[src/rtl/irq_ctrl_pkg.sv]
// Shared bus widths, response codes, register map and CLAIM layout
// for the memory-mapped interrupt controller.
package irq_ctrl_pkg;

  localparam int ADDR_W      = 32;
  localparam int WORD_W      = 32;
  localparam int MEM_COUNT_W = 2;
  localparam int MEM_CODE_W  = 2;

  localparam logic [MEM_COUNT_W-1:0] MEM_COUNT_NONE = 2'd0;
  localparam logic [MEM_COUNT_W-1:0] MEM_COUNT_BYTE = 2'd1;
  localparam logic [MEM_COUNT_W-1:0] MEM_COUNT_HALF = 2'd2;
  localparam logic [MEM_COUNT_W-1:0] MEM_COUNT_WORD = 2'd3;

  localparam logic [MEM_CODE_W-1:0] MEM_CODE_IDLE  = 2'd0;
  localparam logic [MEM_CODE_W-1:0] MEM_CODE_OK    = 2'd1;
  localparam logic [MEM_CODE_W-1:0] MEM_CODE_ERROR = 2'd2;

  // Word index of each register (byte offset / 4).
  typedef enum logic [2:0] {
    REG_CTRL    = 3'd0,
    REG_ENABLE  = 3'd1,
    REG_PENDING = 3'd2,
    REG_EDGE    = 3'd3,
    REG_CLAIM   = 3'd4
  } reg_sel_t;

  localparam int REG_WINDOW      = 'h14;
  localparam int CTRL_GEN_BIT    = 0;
  localparam int CLAIM_VALID_BIT = 31;
  localparam int CLAIM_ID_W      = 5;

  function automatic logic [3:0] lane_mask(
    input logic [MEM_COUNT_W-1:0] cnt,
    input logic [1:0]             a
  );
    logic [3:0] m;
    m = 4'b0000;
    case (cnt)
      MEM_COUNT_BYTE: m = 4'b0001 << a;
      MEM_COUNT_HALF: m = 4'b0011 << a;
      MEM_COUNT_WORD: m = 4'b1111;
      default:        m = 4'b0000;
    endcase
    return m;
  endfunction

  function automatic logic [WORD_W-1:0] byte_expand(
    input logic [3:0] l
  );
    return {{8{l[3]}}, {8{l[2]}}, {8{l[1]}}, {8{l[0]}}};
  endfunction

endpackage

[src/rtl/irq_prio_enc.sv]
// Fixed-priority encoder, lowest set index wins.
// Ports: req (N sources), id (winning index, 0 if none), valid (any set).
module irq_prio_enc #(
  parameter int N = 8
) (
  input  logic [N-1:0] req,
  output logic [4:0]   id,
  output logic         valid
);

  always_comb begin
    id    = '0;
    valid = |req;
    // Walk downward so the lowest set index is written last.
    for (int i = N - 1; i >= 0; i--) begin
      if (req[i]) id = 5'(i);
    end
  end

endmodule

[src/rtl/irq_ctrl.sv]
// Memory-mapped interrupt controller: CTRL/ENABLE/PENDING/EDGE/CLAIM.
// Ports: clk, reset, bus request (addr/wr_data/wr_en/count), registered
// response (rd_data/code), irq sources, registered o_irq and o_irq_id.
module irq_ctrl
  import irq_ctrl_pkg::*;
#(
  parameter logic [ADDR_W-1:0] ADDR_START = '0,
  parameter int                NUM_SRC    = 8
) (
  input  logic                   clk,
  input  logic                   reset,
  input  logic [ADDR_W-1:0]      i_req_addr,
  input  logic [WORD_W-1:0]      i_req_wr_data,
  input  logic                   i_req_wr_en,
  input  logic [MEM_COUNT_W-1:0] i_req_count,
  output logic [WORD_W-1:0]      o_res_rd_data,
  output logic [MEM_CODE_W-1:0]  o_res_code,
  input  logic [NUM_SRC-1:0]     i_irq_src,
  output logic                   o_irq,
  output logic [4:0]             o_irq_id
);

  logic               gen;
  logic [NUM_SRC-1:0] enable;
  logic [NUM_SRC-1:0] pending;
  logic [NUM_SRC-1:0] edge_mode;
  logic [NUM_SRC-1:0] prev_src;

  logic [ADDR_W-1:0]  off;
  logic               req;
  logic               in_win;
  logic               misal;
  logic               err;
  logic               wr;
  logic               rd;
  reg_sel_t           sel;
  logic [WORD_W-1:0]  wmask;
  logic [WORD_W-1:0]  wbits;
  logic [WORD_W-1:0]  rdata;

  logic               gen_nx;
  logic [NUM_SRC-1:0] en_nx;
  logic [NUM_SRC-1:0] edge_nx;
  logic [NUM_SRC-1:0] pend_clr;
  logic [NUM_SRC-1:0] src_set;
  logic [NUM_SRC-1:0] active;
  logic [4:0]         act_id;
  logic               act_valid;

  // Window check on the offset; addresses below ADDR_START wrap
  // to a large offset and fall out of range.
  assign off    = i_req_addr - ADDR_START;
  assign req    = i_req_count != MEM_COUNT_NONE;
  assign in_win = off < ADDR_W'(REG_WINDOW);
  assign misal  = (i_req_count == MEM_COUNT_HALF && off[0])
               || (i_req_count == MEM_COUNT_WORD && off[1:0] != 2'b00);
  assign sel    = reg_sel_t'(off[4:2]);
  assign err    = req && (!in_win || misal
               || (i_req_wr_en && sel == REG_CLAIM));
  assign wr     = req && !err && i_req_wr_en;
  assign rd     = req && !err && !i_req_wr_en;

  assign wmask  = byte_expand(lane_mask(i_req_count, off[1:0]));
  assign wbits  = i_req_wr_data & wmask;

  always_comb begin
    gen_nx   = gen;
    en_nx    = enable;
    edge_nx  = edge_mode;
    pend_clr = '0;
    if (wr) begin
      case (sel)
        REG_CTRL:
          if (wmask[CTRL_GEN_BIT]) gen_nx = wbits[CTRL_GEN_BIT];
        REG_ENABLE:
          en_nx = (enable & ~wmask[NUM_SRC-1:0])
                | wbits[NUM_SRC-1:0];
        REG_PENDING:
          pend_clr = wbits[NUM_SRC-1:0];
        REG_EDGE:
          edge_nx = (edge_mode & ~wmask[NUM_SRC-1:0])
                  | wbits[NUM_SRC-1:0];
        default: ;
      endcase
    end
  end

  // Edge sources fire on 0->1 against the last sample; level sources
  // fire every cycle they are high. Sets beat a same-cycle clear.
  assign src_set = (edge_mode & i_irq_src & ~prev_src)
                 | (~edge_mode & i_irq_src);
  assign active  = pending & enable;

  irq_prio_enc #(
    .N (NUM_SRC)
  ) u_enc (
    .req   (active),
    .id    (act_id),
    .valid (act_valid)
  );

  always_comb begin
    rdata = '0;
    case (sel)
      REG_CTRL:    rdata[CTRL_GEN_BIT]  = gen;
      REG_ENABLE:  rdata[NUM_SRC-1:0]   = enable;
      REG_PENDING: rdata[NUM_SRC-1:0]   = pending;
      REG_EDGE:    rdata[NUM_SRC-1:0]   = edge_mode;
      REG_CLAIM: begin
        // o_irq already equals GEN & |active, one cycle delayed.
        rdata[CLAIM_VALID_BIT]  = o_irq;
        rdata[CLAIM_ID_W-1:0]   = o_irq_id;
      end
      default: ;
    endcase
  end

  always_ff @(posedge clk) begin
    if (reset) begin
      gen           <= 1'b0;
      enable        <= '0;
      pending       <= '0;
      edge_mode     <= '0;
      prev_src      <= '0;
      o_irq         <= 1'b0;
      o_irq_id      <= '0;
      o_res_rd_data <= '0;
      o_res_code    <= MEM_CODE_IDLE;
    end else begin
      gen           <= gen_nx;
      enable        <= en_nx;
      edge_mode     <= edge_nx;
      pending       <= (pending & ~pend_clr) | src_set;
      prev_src      <= i_irq_src;
      o_irq         <= gen & act_valid;
      o_irq_id      <= act_id;
      o_res_rd_data <= rd ? rdata : '0;
      if (!req)     o_res_code <= MEM_CODE_IDLE;
      else if (err) o_res_code <= MEM_CODE_ERROR;
      else          o_res_code <= MEM_CODE_OK;
    end
  end

  // Bits above NUM_SRC of the masked write word are intentionally dropped.
  logic unused_bits;
  assign unused_bits = ^{wbits, wmask};

endmodule
[config.mk]
export PLATFORM = sky130hd
export DESIGN_NAME = irq_ctrl
export DESIGN_NICKNAME = d
export VERILOG_FILES = /design/src/rtl/irq_ctrl_pkg.sv /design/src/rtl/irq_prio_enc.sv /design/src/rtl/irq_ctrl.sv
export SDC_FILE = /design/constraint.sdc
export NUM_CORES = 1
export LEC_CHECK = 0
export BUFFER_PORTS_ARGS = -buffer_cell sky130_fd_sc_hd__buf_2
export CAP_MARGIN = 25
export CORE_ASPECT_RATIO = 1.5
export CORE_MARGIN = 2
export CORE_UTILIZATION = 40
export CTS_BUF_LIST = sky130_fd_sc_hd__clkbuf_16
export DETAILED_ROUTE_END_ITERATION = 12
export HOLD_SLACK_MARGIN = 0.06
export PLACE_DENSITY = 0.71
export SKIP_CTS_REPAIR_TIMING = 1
export SLEW_MARGIN = 20
export SYNTH_ARGS = -nofsm -noshare
export SYNTH_HDL_FRONTEND = slang
export SYNTH_SLANG_ARGS = --single-unit
[constraint.sdc]
create_clock -name clk -period 2.8 [get_ports clk]
set_clock_uncertainty 0.1 [all_clocks]
set_input_delay 0.56 -clock clk [delete_from_list [all_inputs] [get_ports clk]]
set_output_delay 0.56 -clock clk [all_outputs]
set_load 0.005 [all_outputs]
## Word-level counts from Yosys, hierarchy flattened

Cells that the tools add are included.

| storage, ports and cells | value |
|---|---|
| word-level logic and storage cells | 85 |
| register bits after elaboration | 73 |
| output and inout port bits | 40 |

| cells by class | value |
|---|---|
| reductions and logical operators | 27 |
| equal/unequal tests | 7 |
| magnitude comparators | 1 |
| shifts and indexed selects | 2 |
| multiplexer cells | 14 |
| bitwise gates (word level) | 20 |

Operator list:

| operator | count |
|---|---|
| 8-bit AND | 8 |
| 32-bit by 5-bit < comparator with 1-bit output, second input constant | 1 |
| 8-bit inverter | 4 |
| 8-bit bitwise OR | 4 |
| 8-bit 2-to-1 mux | 2 |
| 4-bit one-hot mux with 4 select lines | 1 |
| 8-bit OR reduction | 2 |
| 3-bit 2-to-1 mux | 4 |
| 3-bit one-hot mux with 3 select lines | 1 |
| 1-bit logical AND | 7 |
| 3-bit by 2-bit == test with 1-bit output, second input constant | 2 |
| 2-bit 2-to-1 mux | 3 |
| 2-bit OR reduction | 3 |
| 3-bit OR reduction | 2 |
| 1-bit one-hot mux with 5 select lines | 1 |
| 5-bit OR reduction | 1 |
| 2-bit == test, second input constant | 2 |
| 2-bit AND reduction | 2 |
| 2-bit nonzero test | 2 |
| 3-bit by 1-bit == test with 1-bit output, second input constant | 1 |
| 3-bit == test, second input constant | 1 |
| 1-bit logical NOT | 3 |
| 3-bit logical NOT | 1 |
| 1-bit logical OR | 3 |
| other kinds (8) | 10 |

## Logic depth before layout (Yosys ltp)

| logic depth | value |
|---|---|
| depth after elaboration | 13 |
| depth in mapped cells | 8 |
| mapped depth without buffers | 7 |

## Hierarchy

A second synthesis with hierarchy kept.

| second synthesis, totals | value |
|---|---|
| cells, all modules | 268 |
| area, all modules | 2513.7 um^2 |

By module, submodules not included:

| module | cells each | seq. area each (um^2) | area an instance (um^2) | instances |
|---|---|---|---|---|
| irq_ctrl | 252 | 1001.0 | 2413.6 | 1 |
| irq_prio_enc | 16 | 0.0 | 100.1 | 1 |

## Worst setup path before layout

Ideal clock, no wire load.

| timing path | value |
|---|---|
| kind | in2reg |
| start | input port i_req_addr[28] |
| end | register o_res_rd_data[3] |
| arrival time | 2.254 ns |
| buffers on the path | 0 |
| stages on the path | 5 |
| path slack | 0.381 ns |
| cell sequence | or4_1 a221o_1 or2_4 or4_4 nor2_1 |

| on the way | value |
|---|---|
| longest elaborated chain between the ends | 10 |

RTL lines:

| what | line | text |
|---|---|---|
| start: declaration | irq_ctrl.sv:12 | `input logic [ADDR_W-1:0] i_req_addr,` |
| 32-bit by 5-bit < comparator with 1-bit output | irq_ctrl.sv:54 | `assign in_win = off < ADDR_W'(REG_WINDOW);` |
| 1-bit logical NOT | irq_ctrl.sv:58 | `assign err = req && (!in_win \|\| misal` |
| 1-bit logical OR | irq_ctrl.sv:58 |  |
| 1-bit logical OR | irq_ctrl.sv:59 | `\|\| (i_req_wr_en && sel == REG_CLAIM));` |
| 1-bit logical AND | irq_ctrl.sv:58 |  |
| 1-bit logical NOT | irq_ctrl.sv:61 | `assign rd = req && !err && !i_req_wr_en;` |
| 1-bit logical AND (2 in a row) | irq_ctrl.sv:61 |  |
| 1-bit inverter (no source line) | n/a |  |
| 2-bit OR reduction (no source line) | n/a |  |
| end signal: assignment | irq_ctrl.sv:137 | `o_res_rd_data <= rd ? rdata : '0;` |
| end: declaration | irq_ctrl.sv:16 | `output logic [WORD_W-1:0] o_res_rd_data,` |

No other way between the ends.
A chain may end at the register's enable or synchronous reset.

## Worst setup path after layout

Ends and elaborated chain as after synthesis.

==> summary.md <==
| Metric | Value |
|---|---|
| Status | `finished, final reports clean` |
| Layout cells sized above 1 | `0.278` |
| Post-route setup slack | `~430 ps` |
| Pre-CTS WS | `approximately 130 ps` |
| Starting Density | `0.411` |
| Crit start category | `primary input` |
| Root Driver | `clkbuf_16` |
| Syn Area/Cell | `between 9 and 10 um2` |
| Synth Register Bits | `48` |
| Total track usage | `0.157` |
| CTS tree | `built` |
| CP max-delay cell | `or4_4` |
| Critical path arrival | `about 2500 ps` |
| CP Capture Type | `flop` |
| Routed Antenna Nets | `0` |
| CTS clk-pin slew, worst paths | `about 60 ps` |
| Finished Core Util | `0.498` |
| Leak pwr | `1.35 nW` |
| Unrepaired setup endpoints after global routing | `false` |
| Required time worst endpoint | `2910 ps` |
| Tightest Hold Check Type | `reg2reg` |
| Most instantiated cells after synthesis | `dfxtp_1 (48), nand2b_1 (27), buf_4 (25)` |
| Largest net degree at the start of global routing | `47` |
| Number of global-route vias before repair | `about 1900` |
| Fmax | `around 420 MHz` |
| Inserted Diodes | `0` |
| CTS H-tree lvls | `2` |
| Vias | `just over 2000` |
| Ys Warns | `0` |
| Initial antenna violation count | `0` |
| Largest family of logic cells by synthesized area | `simple AND/OR/NAND/NOR gates` |
| Final hold violations | `0` |
| Layout fillers | `around 570` |
| Cells after Synth | `255` |
| Final min period | `~2400 ps` |
| Max VDD drop | `0.259 mV` |
| Overflow after GRT | `0` |
| CTS Buf Count | `5` |
| Synth Flop Type | `dfxtp_1` |
| Pre-antenna DRT Iters | `4` |
| Vias per cell | `5.06` |
| Xor and xnor fraction of the mapped netlist area | `0` |
| Share of the synthesized area in the top cell type | `0.404` |
| DRC Markers | `0` |
| Routability congestion estimate | `between 0.8 and 0.9` |
| Avg WL per Cell | `~13 um` |
| Area grow syn2layout | `21.1%` |
| Core box area | `approximately 0.0058 mm2` |
| Critical path class | `in2reg` |
| Top-count cell post-synth | `dfxtp_1` |
| Port buffer count | `67` |
| Synth Area in Compound Gates | `0.148` |
| Final critical-path share of the clock period | `0.845` |
| Synth Area in Adders | `0.0158` |
| Final cell count without fillers | `399` |
| Drt total wl | `between 5 and 6 mm` |
| Final total power | `1.39 mW` |
| Post-synth ARST share | `0` |
| Slew Limit Fails | `0` |
| Synth area leader | `dfxtp_1` |
| CP cell instances | `buf_2, or4_1, a221o_1, or2_4, or4_4, nor2_1` |
| Worst-Skew Late Latency | `between 200 and 300 ps` |
| Top post-synthesis cells by area | `dfxtp_1 (40%), mux2i_1 (8.0%), buf_4 (7.9%), nand2b_1 (7.1%), nor2b_1 (3.4%)` |
| Final setup fails | `0` |
| Final #Nets | `approximately 400` |
| Die Height | `98.5 um` |
| Row Count | `34` |
| Maximum buffer depth of the clock tree | `2` |
| Number of flops mapped to enable cells by yosys | `0` |
| Sequential fraction of the synthesis area | `0.404` |
| Clock sink count | `48` |
| Global-route wire length before repair | `~8 mm` |
| Placed insts | `around 390` |
| Post-synthesis simple-gate area fraction | `0.228` |
| Mapped cell area | `0.00238 mm2` |
| Die area | `roughly 0.0066 mm2` |
| Io pins | `between 100 and 150` |
| Multiplexer share of the synthesized area | `0.104` |
| Distinct cells, synth | `43` |
| Max Cap Viol | `0` |
| PwrDens | `482 mW/mm2` |
| Worst-path maximum fanout | `5` |
| Starting DRT DRC Count | `roughly 110` |
| Die X | `between 60 and 70 um` |
| Hpwl dp | `between 3 and 4 mm` |
| Crit path largest cell delay | `about 570 ps` |
| Setup_tns | `0 ps` |
==> cell usage in the layout (no fill, tap or decap), types with 3 or more instances in the layout <==
cell type | netlist | layout
nand2b_1 | 27 | 27
ha_1 | 3 | 3
conb_1 | 1 | 25
clkbuf_16 | 0 | 5
nor3_1 | 5 | 5
inv_1 | 2 | 3
a211oi_1 | 8 | 8
nor2b_1 | 13 | 13
nor4_1 | 6 | 6
a21oi_1 | 12 | 12
mux2i_1 | 19 | 19
mux2_2 | 5 | 5
dfxtp_1 | 48 | 48
and2_1 | 4 | 4
buf_2 | 2 | 67
buf_4 | 25 | 8
nand2_1 | 12 | 12
nor2_1 | 8 | 8
a22oi_1 | 9 | 9
o21ai_0 | 5 | 5
a21boi_0 | 7 | 7
o22ai_1 | 3 | 3
==> layer usage <==
metal,global-route usage,wire length (um)
met5,0,0
met4,0.0549,53
met3,0.0285,349
met2,0.295,2730
met1,0.170,1960
==> stage by stage <==
stage	instance area, um2	hold slack [ps]
floorplan	2470	355
global placement	2750	369
detailed placement	2750	365
CTS	2880	375
global route	2880	403
finish	2880	372
==> critical path, delay by kind of cell <==
| family | cells | cell delay (ps) |
|---|---|---|
| and+or+nand+nor | 4 | 1500 |
| buffers and inverters | 1 | 90 |
| AOI/OAI and AO/OA | 1 | 320 |
==> power by group <==
| part | internal [mW] | total, mW | switching [mW] | leakage, nW |
|---|---|---|---|---|
| registers | 0.698 | 0.710 | 0.0114 | 0.392 |
| clock network | 0.321 | 0.552 | 0.231 | 0.0709 |
| logic | 0.0624 | 0.126 | 0.0638 | 0.883 |
==> kinds of logic after synthesis <==
logic type / after synthesis
AND/OR/NAND/NOR: 90
AO/OA/AOI/OAI: 52
flip-flops: 48
other: 1
multiplexers: 24
adder cells (fa/ha/maj): 3
buffers and inverters: 37
==> area by class of cell <==
cell class | count | area (um2) | area share
multi-input combinational | 194 | 1270 | 0.442
sequential | 48 | 961 | 0.333
timing repair buffer | 76 | 415 | 0.144
clock buffer | 5 | 125 | 0.0434
tap | 72 | 90.1 | 0.0313
clock inverter | 2 | 8.76 | 0.00304
inverter | 2 | 7.51 | 0.00261
==> worst paths after layout <==
path / from / endpoint / slack, ps / cells after the start
max: i_req_addr[28] / o_res_rd_data[3] / 430 / 6
min: o_irq / o_res_rd_data[31] / 370 / 1
max reg2reg: pending[3] / o_irq_id[1] / 1550 / 4
min reg2reg: o_irq / o_res_rd_data[31] / 370 / 1
No activity file was read; power rests on OpenSTA's default activity.
